File: config.mk
export PLATFORM = sky130hd
export DESIGN_NAME = pipe_run_ctrl
export DESIGN_NICKNAME = d
export VERILOG_FILES = /design/src/rtl/pipe_run_ctrl_pkg.sv /design/src/rtl/btn_debounce.sv /design/src/rtl/pipe_run_ctrl.sv
export SDC_FILE = /design/constraint.sdc
export NUM_CORES = 1
export LEC_CHECK = 0
export BUFFER_PORTS_ARGS = -buffer_cell sky130_fd_sc_hd__buf_2
export CAP_MARGIN = 20
export CELL_PAD_IN_SITES_DETAIL_PLACEMENT = 0
export CELL_PAD_IN_SITES_GLOBAL_PLACEMENT = 1
export CORE_UTILIZATION = 26
export DETAILED_ROUTE_END_ITERATION = 8
export PLACE_DENSITY = 0.91
export RECOVER_POWER = 50
export REMOVE_ABC_BUFFERS = 1
export SLEW_MARGIN = 0
export SYNTH_ARGS = -nofsm -noshare
export SYNTH_HDL_FRONTEND = slang
export SYNTH_SLANG_ARGS = --single-unit
File: constraint.sdc
create_clock -name clk -period 2.7 [get_ports clk]
set_clock_uncertainty 0.2 [all_clocks]
set_input_delay 0.54 -clock clk [delete_from_list [all_inputs] [get_ports clk]]
set_output_delay 0.54 -clock clk [all_outputs]
set_load 0.02 [all_outputs]
File: src/rtl/pipe_run_ctrl_pkg.sv
// Shared types and constants for the pipeline run controller.
package pipe_run_ctrl_pkg;

  typedef enum logic [1:0] {
    StHalt  = 2'b00,
    StRun   = 2'b01,
    StStep  = 2'b10,
    StBurst = 2'b11
  } state_e;

  localparam logic [1:0] MODE_RUN   = 2'b00;
  localparam logic [1:0] MODE_STEP  = 2'b01;
  localparam logic [1:0] MODE_BURST = 2'b10;
  localparam logic [1:0] MODE_HALT  = 2'b11;

  // Breakpoint index width, never narrower than one bit.
  function automatic int unsigned idx_width(input int unsigned n);
    return (n > 1) ? $clog2(n) : 1;
  endfunction

endpackage

File: src/rtl/btn_debounce.sv
// Two-flop synchroniser plus counting debouncer; emits a one-cycle press
// pulse on each debounced rising edge of the raw button.
module btn_debounce #(
  parameter int unsigned DB_CYC = 16
) (
  input  logic clk,
  input  logic rst,
  input  logic btn_in,
  output logic press
);

  localparam int unsigned CW = $clog2(DB_CYC);

  logic          sync1_q;
  logic          sync2_q;
  logic          level_q;
  logic          press_q;
  logic [CW-1:0] cnt_q;

  // cnt_q counts consecutive samples that disagree with the accepted level.
  always_ff @(posedge clk or negedge rst) begin
    if (!rst) begin
      sync1_q <= 1'b0;
      sync2_q <= 1'b0;
      level_q <= 1'b0;
      press_q <= 1'b0;
      cnt_q   <= '0;
    end else begin
      sync1_q <= btn_in;
      sync2_q <= sync1_q;
      press_q <= 1'b0;
      if (sync2_q == level_q) begin
        cnt_q <= '0;
      end else if (cnt_q == CW'(DB_CYC - 1)) begin
        level_q <= sync2_q;
        press_q <= sync2_q;
        cnt_q   <= '0;
      end else begin
        cnt_q <= cnt_q + CW'(1);
      end
    end
  end

  assign press = press_q;

endmodule

File: src/rtl/pipe_run_ctrl.sv
// Run/step/burst/halt controller producing a pipeline clock enable.
// Breakpoint comparators exist only when PIPE_RUN_CTRL_BP_EN is defined.
module pipe_run_ctrl
  import pipe_run_ctrl_pkg::*;
#(
  parameter int unsigned PC_W   = 32,
  parameter int unsigned CNT_W  = 16,
  parameter int unsigned NUM_BP = 4,
  parameter int unsigned DB_CYC = 16
) (
  input  logic                          clk,
  input  logic                          rst,
  input  logic                          step_button,
  input  logic [1:0]                    mode,
  input  logic [CNT_W-1:0]              step_count,
  input  logic [NUM_BP-1:0]             bp_en,
  input  logic [NUM_BP*PC_W-1:0]        bp_addr,
  input  logic [PC_W-1:0]               pc_fetch,
  output logic                          pipe_en,
  output logic                          halted,
  output logic                          bp_hit,
  output logic [idx_width(NUM_BP)-1:0]  bp_idx,
  output logic [CNT_W-1:0]              steps_done
);

  localparam int unsigned IDX_W = idx_width(NUM_BP);

  logic             press;
  state_e           state_q;
  state_e           start_state;
  logic             leave_halt;
  logic             bp_stop;
  logic             active;
  logic [CNT_W-1:0] burst_q;
  logic [CNT_W-1:0] steps_q;

  btn_debounce #(
    .DB_CYC (DB_CYC)
  ) u_btn_debounce (
    .clk    (clk),
    .rst    (rst),
    .btn_in (step_button),
    .press  (press)
  );

  assign active     = (state_q != StHalt);
  assign pipe_en    = active & ~bp_stop;
  assign halted     = ~active;
  assign steps_done = steps_q;

  always_comb begin
    leave_halt  = 1'b0;
    start_state = StHalt;
    if (state_q == StHalt && press) begin
      unique case (mode)
        MODE_RUN: begin
          leave_halt  = 1'b1;
          start_state = StRun;
        end
        MODE_STEP: begin
          leave_halt  = 1'b1;
          start_state = StStep;
        end
        MODE_BURST: begin
          if (step_count != '0) begin
            leave_halt  = 1'b1;
            start_state = StBurst;
          end
        end
        default: ;
      endcase
    end
  end

  always_ff @(posedge clk or negedge rst) begin
    if (!rst) begin
      state_q <= StHalt;
      burst_q <= '0;
      steps_q <= '0;
    end else begin
      if (pipe_en && steps_q != '1) begin
        steps_q <= steps_q + CNT_W'(1);
      end
      unique case (state_q)
        StHalt: begin
          if (leave_halt) begin
            state_q <= start_state;
            steps_q <= '0;
            burst_q <= step_count;
          end
        end
        StRun: begin
          if (bp_stop || mode == MODE_HALT) state_q <= StHalt;
        end
        StStep: begin
          state_q <= StHalt;
        end
        StBurst: begin
          if (pipe_en) burst_q <= burst_q - CNT_W'(1);
          if (bp_stop || mode == MODE_HALT || burst_q == CNT_W'(1)) state_q <= StHalt;
        end
        default: state_q <= StHalt;
      endcase
    end
  end

`ifdef PIPE_RUN_CTRL_BP_EN
  logic             match;
  logic [IDX_W-1:0] match_idx;
  logic             first_q;
  logic             bp_hit_q;
  logic [IDX_W-1:0] bp_idx_q;

  // Lowest enabled index wins.
  always_comb begin
    match     = 1'b0;
    match_idx = '0;
    for (int unsigned i = 0; i < NUM_BP; i++) begin
      if (!match && bp_en[i] && bp_addr[i*PC_W +: PC_W] == pc_fetch) begin
        match     = 1'b1;
        match_idx = IDX_W'(i);
      end
    end
  end

  // first_q marks the first active cycle so execution can resume past a breakpoint.
  assign bp_stop = match & ~first_q & (state_q == StRun || state_q == StBurst);

  always_ff @(posedge clk or negedge rst) begin
    if (!rst) begin
      first_q  <= 1'b1;
      bp_hit_q <= 1'b0;
      bp_idx_q <= '0;
    end else begin
      first_q <= (state_q == StHalt);
      if (leave_halt) begin
        bp_hit_q <= 1'b0;
      end else if (bp_stop) begin
        bp_hit_q <= 1'b1;
        bp_idx_q <= match_idx;
      end
    end
  end

  assign bp_hit = bp_hit_q;
  assign bp_idx = bp_idx_q;
`else
  logic unused_bp;
  assign unused_bp = ^{bp_en, bp_addr, pc_fetch};
  assign bp_stop   = 1'b0;
  assign bp_hit    = 1'b0;
  assign bp_idx    = '0;
`endif

endmodule

# Yosys cells after proc, flatten, opt, wreduce, memory -nomap -nowiden
# Cells that the tools add are included.
# op_classes
muxes,20
n_eq_ne,14
shifts,0
addsub,3
n_lt_le_gt_ge,0
n_div,0
n_bitwise,2
n_mul,0
reduce_logical,12
# ops
op,count
2-to-1 mux 16 bit,5
one-hot mux 16 bit (2 select lines),1
"adder 16 x 1 -> 16 bit, second input constant",1
"== test 16 x 1 -> 1 bit, second input constant",1
"inequality test 16 bit, second input constant",1
nonzero test 16 bit,1
"subtractor 16 x 1 -> 16 bit, second input constant",1
2-to-1 mux 2 bit,5
"== test 2 bit, second input constant",4
2-to-1 mux 4 bit,2
"inequality test 2 bit, second input constant",4
one-hot mux 2 bit (4 select lines),1
one-hot mux 2 bit (3 select lines),1
AND reduction 3 bit,2
"adder 4 x 1 -> 4 bit, second input constant",1
"== test 2 x 1 -> 1 bit, second input constant",2
"== test 4 bit, second input constant",1
logical NOT 2 bit,2
2-to-1 mux 1 bit,4
nonzero test 2 bit,2
logical AND 1 bit,2
inverter 1 bit,2
one-hot mux 1 bit (2 select lines),1
AND reduction 2 bit,1
other kinds (3),3
# word_totals
mem_count,0
rom_bits,0
input_bits,185
latch_bits,0
mem_bits_rw,0
ff_bits,42

# Depth between registers and ports, before layout
# logic_depth
depth_word,6
ltp_mapped,8

# By module
# Synthesis repeated with hierarchy kept, for this count alone.
# hier_totals
hier_cells,272
hier_area_um2,2547.4
# by_module_without_submodules
module,instances,cells_per_inst,seq_area_each_um2,area_each_um2
pipe_run_ctrl,1,252,850.8,2244.7
btn_debounce,1,20,200.2,302.8

# Worst setup path before layout
# OpenSTA, ideal clock, no wires.
# synth_timing
kind,reg2reg
start,register state_q[0]
end,register burst_q[13]
stages_incl_launch_ff,9
setup_time_ns,0.124
path_buffers,1
setup_slack_ns,0.440
required_time_ns,2.376
arrival_ns,1.936
cell_sequence,dfrtp_1 > inv_1 > ha_1 > inv_1 > a21oi_1 > o22a_1 > clkbuf_1 > o32ai_1 > a211o_1
# synth_rtl
element,line_no,source
from (decl),pipe_run_ctrl.sv:29,state_e state_q;
from (signal assigned),pipe_run_ctrl.sv:77,state_q <= StHalt;
from (signal assigned),pipe_run_ctrl.sv:87,state_q <= start_state;
from (signal assigned),pipe_run_ctrl.sv:93,if (bp_stop || mode == MODE_HALT) state_q <= StHalt;
nonzero test 2 bit,pipe_run_ctrl.sv:46,assign active = (state_q != StHalt);
net pipe_en,pipe_run_ctrl.sv:19,"output logic pipe_en,"
inequality test 2 bit (no line),-,
AND reduction 3 bit (no line),-,
to (signal assigned),pipe_run_ctrl.sv:89,burst_q <= step_count;
to (signal assigned),pipe_run_ctrl.sv:99,if (pipe_en) burst_q <= burst_q - CNT_W'(1);
to (decl),pipe_run_ctrl.sv:34,logic [CNT_W-1:0] burst_q;
# The timed path passes the listed nets, and every way through them passes these cells.
# A chain may end at the register's enable or synchronous reset.

# Worst setup path after layout
# layout_timing
start,register burst_q[8]
end,register state_q[1]
# layout_between
elab_chain_cells,4
# layout_rtl
element,line_no,source
== test 16 x 1 -> 1 bit,pipe_run_ctrl.sv:100,if (bp_stop || mode == MODE_HALT || burst_q == CNT_W'(1)) state_q <= StHalt;
logical OR 1 bit,pipe_run_ctrl.sv:100,
inequality test 2 bit (no line),-,
AND reduction 3 bit (no line),-,
to (signal assigned),pipe_run_ctrl.sv:96,state_q <= StHalt;
to (signal assigned),pipe_run_ctrl.sv:100,
to (signal assigned),pipe_run_ctrl.sv:102,default: state_q <= StHalt;
# Every way passes these cells.

==> summary.md <==
| Metric | Value |
|---|---|
| Run status | `finished, violations left` |
| Failing checks | `DRC` |
| Chip width | `98.3 um` |
| Hold violation count in the final report | `0` |
| Drt first-iter violations | `83` |
| Clock transition at path regs | `0.08 ns` |
| Wire per inst | `13.8 um` |
| Cell with the largest stage delay on the worst path | `nor4_2` |
| CP startpoint kind | `flop` |
| Post-Synth XOR/XNOR Area | `3.63%` |
| Total wire length | `5840 um` |
| Die area | `9660 sq um` |
| FF-to-FF End | `state_q[1]` |
| HPWL after DPL | `4390 um` |
| Via count | `2,157` |
| Power per standard cell area | `716 nW/um^2` |
| Top delay family on crit path | `simple AND/OR/NAND/NOR gates` |
| RSZ-0062 raised after global routing | `no` |
| Initial core utilization | `27.2%` |
| Area delta synth->final | `18.8%` |
| Largest family of logic cells by synthesized area | `simple AND/OR/NAND/NOR gates` |
| Post-synthesis adder-cell area fraction | `3.63%` |
| Hold_sp | `step_button` |
| Fillers | `921` |
| Compound-Gate Fraction of Synth Area | `19.6%` |
| Setup Fix Bufs, Post-CTS | `0` |
| CP Buf/Inv Count | `0` |
| Worst VDD drop | `0.303 mV` |
| Primary FF master, synth | `dfrtp_1` |
| Slew @ Worst Pin | `0.791 ns` |
| Number of buffers added on ports | `38` |
| Number of enable flip-flop cells after synthesis | `0` |
| CP max stage delay | `0.53 ns` |
| Commonest cells after routing, fill and taps aside | `dfrtp_1 (42), buf_2 (36), nor2_1 (33)` |
| Cell variety after synth | `48` |
| Final Max Tran Viols | `0` |
| Final setup violation count | `0` |
| Vias in the first global route | `2,046` |
| CTS tree | `built` |
| Required @ worst endpoint | `2.69 ns` |
| Synth Instances | `267` |
| Initial antenna violation count | `0` |
| ANT nets after route | `0` |
| Ys async rst share | `100%` |
| Hold Path Stages | `1` |
| Drt pass-1 iters | `9` |
| CTS root buf | `clkbuf_8` |
| Layout Nets | `505` |
| Vias per inst | `5.11` |
| Mapped Area | `2410 sq um` |
| Register Area | `1050 sq um` |
| Largest net degree at the start of global routing | `34` |
| Htree depth | `2` |
| Placed cell count | `413` |
| Seq cells post-synth | `42` |
| Setup TNS | `0 ns` |
| Yosys warning count | `0` |
| Multi-input gate area | `1270 sq um` |
| Max_slew headroom | `47.3%` |
| R2R cell count | `5` |
| Final std cells w/o fill | `422` |
| Psw | `0.769 mW` |
| Worst R2R Setup Slack | `0.26 ns` |
| Max cap viols | `0` |
| Gpl congestion | `0.813` |
| Mux cell area share after synthesis | `3.01%` |
| Final worst hold slack | `0.148 ns` |
| Die span in y | `98.3 um` |
| Sequential share of the synthesized area | `43.6%` |
| Min Tclk post-route | `2.44 ns` |
| CP max FO | `6` |
| Diodes inserted | `0` |
| Worst setup path class | `flop to flop` |
| Pleak | `1.23 nW` |
| Clk Latency, worst-skew pair | `0.29 ns` |
| Final Power | `2.05 mW` |
| R2r startpoint | `burst_q[8]` |
| HP Class | `input port to flop` |
| Internal | `1.28 mW` |
| CTS Buffer Depth | `2` |
| Post-synthesis average cell area | `9.03 sq um` |
| Layout cells sized above 1 | `20.1%` |
| Part of the power in registers | `49.5%` |
| Top-Level Pins | `206` |
| Core area | `8850 sq um` |
| # clock sinks | `42` |
| Commonest non-fill, non-tap cell in the layout | `dfrtp_1` |
| Remaining Overflow, GRT | `0` |
| Inserted Clock Buffers | `5` |
| Hold endpoint | `u_btn_debounce.sync1_q` |
| Sw frac | `37.5%` |
| Drc violations | `1` |
| Final Cycle Share | `90.3%` |
| Rows | `34` |
| Critical path endpoint category | `flop` |
| Clock share of power | `20.4%` |
| Total track usage | `12.3%` |
| Max Freq | `410 MHz` |
| First-pass GRT wire length | `9640 um` |
| Synth Area in Simple Gates | `22.2%` |
| CP cell instances | `nor4_2 -> nand3_1 -> o21ai_0 -> a21boi_0 -> mux2_2` |
| Arrival time at the worst endpoint | `2.42 ns` |
| Comb power frac | `30.1%` |
synth_stat cells, drive strengths merged, types with 2 or more instances:
cell type	n	area, sq um
o22a	8	70.1
a31oi	7	43.8
o31a	2	17.5
buf	5	32.5
a21oi	26	130
nand4	5	31.3
mux2i	5	50.1
and3	5	31.3
inv	10	37.5
nor3	14	70.1
or3b	2	17.5
mux2	2	22.5
clkbuf	7	26.3
nor2	33	124
ha	7	87.6
dfrtp	42	1050
nor4	6	43.8
nand3	5	25.0
nand2	13	48.8
o21a	2	15.0
a211o	2	17.5
o21ba	2	20.0
o21ai	20	100
nor3b	4	35.0
nand2b	2	12.5
or3	3	18.8
xnor2	10	87.6
sequential cells by signal (all words and copies together), names as in the netlist:
register,cells
steps_done,16
state_q,2
u_btn_debounce.sync2_q,1
u_btn_debounce.level_q,1
u_btn_debounce.cnt_q,4
u_btn_debounce.press,1
u_btn_debounce.sync1_q,1
burst_q,16
metal layers:
layer	global-route usage [%]	vias to the layer above	wire, um
met1	16.5	1050	2870
met3	3.15	6	218
met2	19.9	38	2690
met5	0	-	0
li1	-	1063	-
met4	2.53	0	50
through the flow:
stage	utilization (%)	setup slack [ns]	instance area (sq um)
after floorplan	-	0.255	2360
after global routing	32.4	0.0685	2860
after CTS	32.5	0.306	2870
final	32.4	0.261	2860
after detailed placement	31.3	0.201	2770
after global placement	31.2	0.217	2760
cell families after synthesis:
group	Yosys count
and+or+nand+nor	101
AOI/OAI and AO/OA	76
buffers and inverters	23
DFF	42
muxes	7
other	1
xor gates and xnor gates	10
adders and majority gates	7
worst max path at each step:
stage | startpoint | depth (start not counted) | end | slack, ns
finish | burst_q[8] | 5 | state_q[1] | 0.26
global route | burst_q[8] | 5 | state_q[1] | 0.07
CTS | burst_q[8] | 5 | state_q[1] | 0.31
detailed placement | step_count[11] | 7 | burst_q[7] | 0.20
global placement | step_count[14] | 7 | burst_q[13] | 0.22
floorplan | state_q[0] | 7 | burst_q[7] | 0.25
repair_timing:
item	in CTS	in global routing
endpoints found under the hold margin	8	0
hold buffers	1	0
resized for setup	0	0
power by group through the flow:
stage	sequential (mW)	combinational, mW	clock, mW
2_1_floorplan	1.04	0.361	0
3_3_place_gp	1.01	0.600	0
3_5_place_dp	1.02	0.615	0
4_1_cts	1.01	0.622	0.434
5_1_grt	1.05	0.690	0.461
6_report	1.01	0.618	0.418
worst register-to-register path, delay by kind of cell, from the launching register on:
kind | cells | cell delay, ns
and+or+nand+nor | 2 | 0.75
muxes | 1 | 0.38
DFF | 1 | 0.42
AOI/OAI and AO/OA | 2 | 0.59
layout make-up:
type / count / share of cell area [%]
multi-input cells: 204 / 44.2
flip-flops and latches: 42 / 36.7
repair buffers: 49 / 9.74
well taps: 108 / 4.72
clock buffers: 7 / 3.01
inverters: 11 / 1.44
clock inverters: 1 / 0.175
Note: power is estimated with default switching activity, not from simulation.
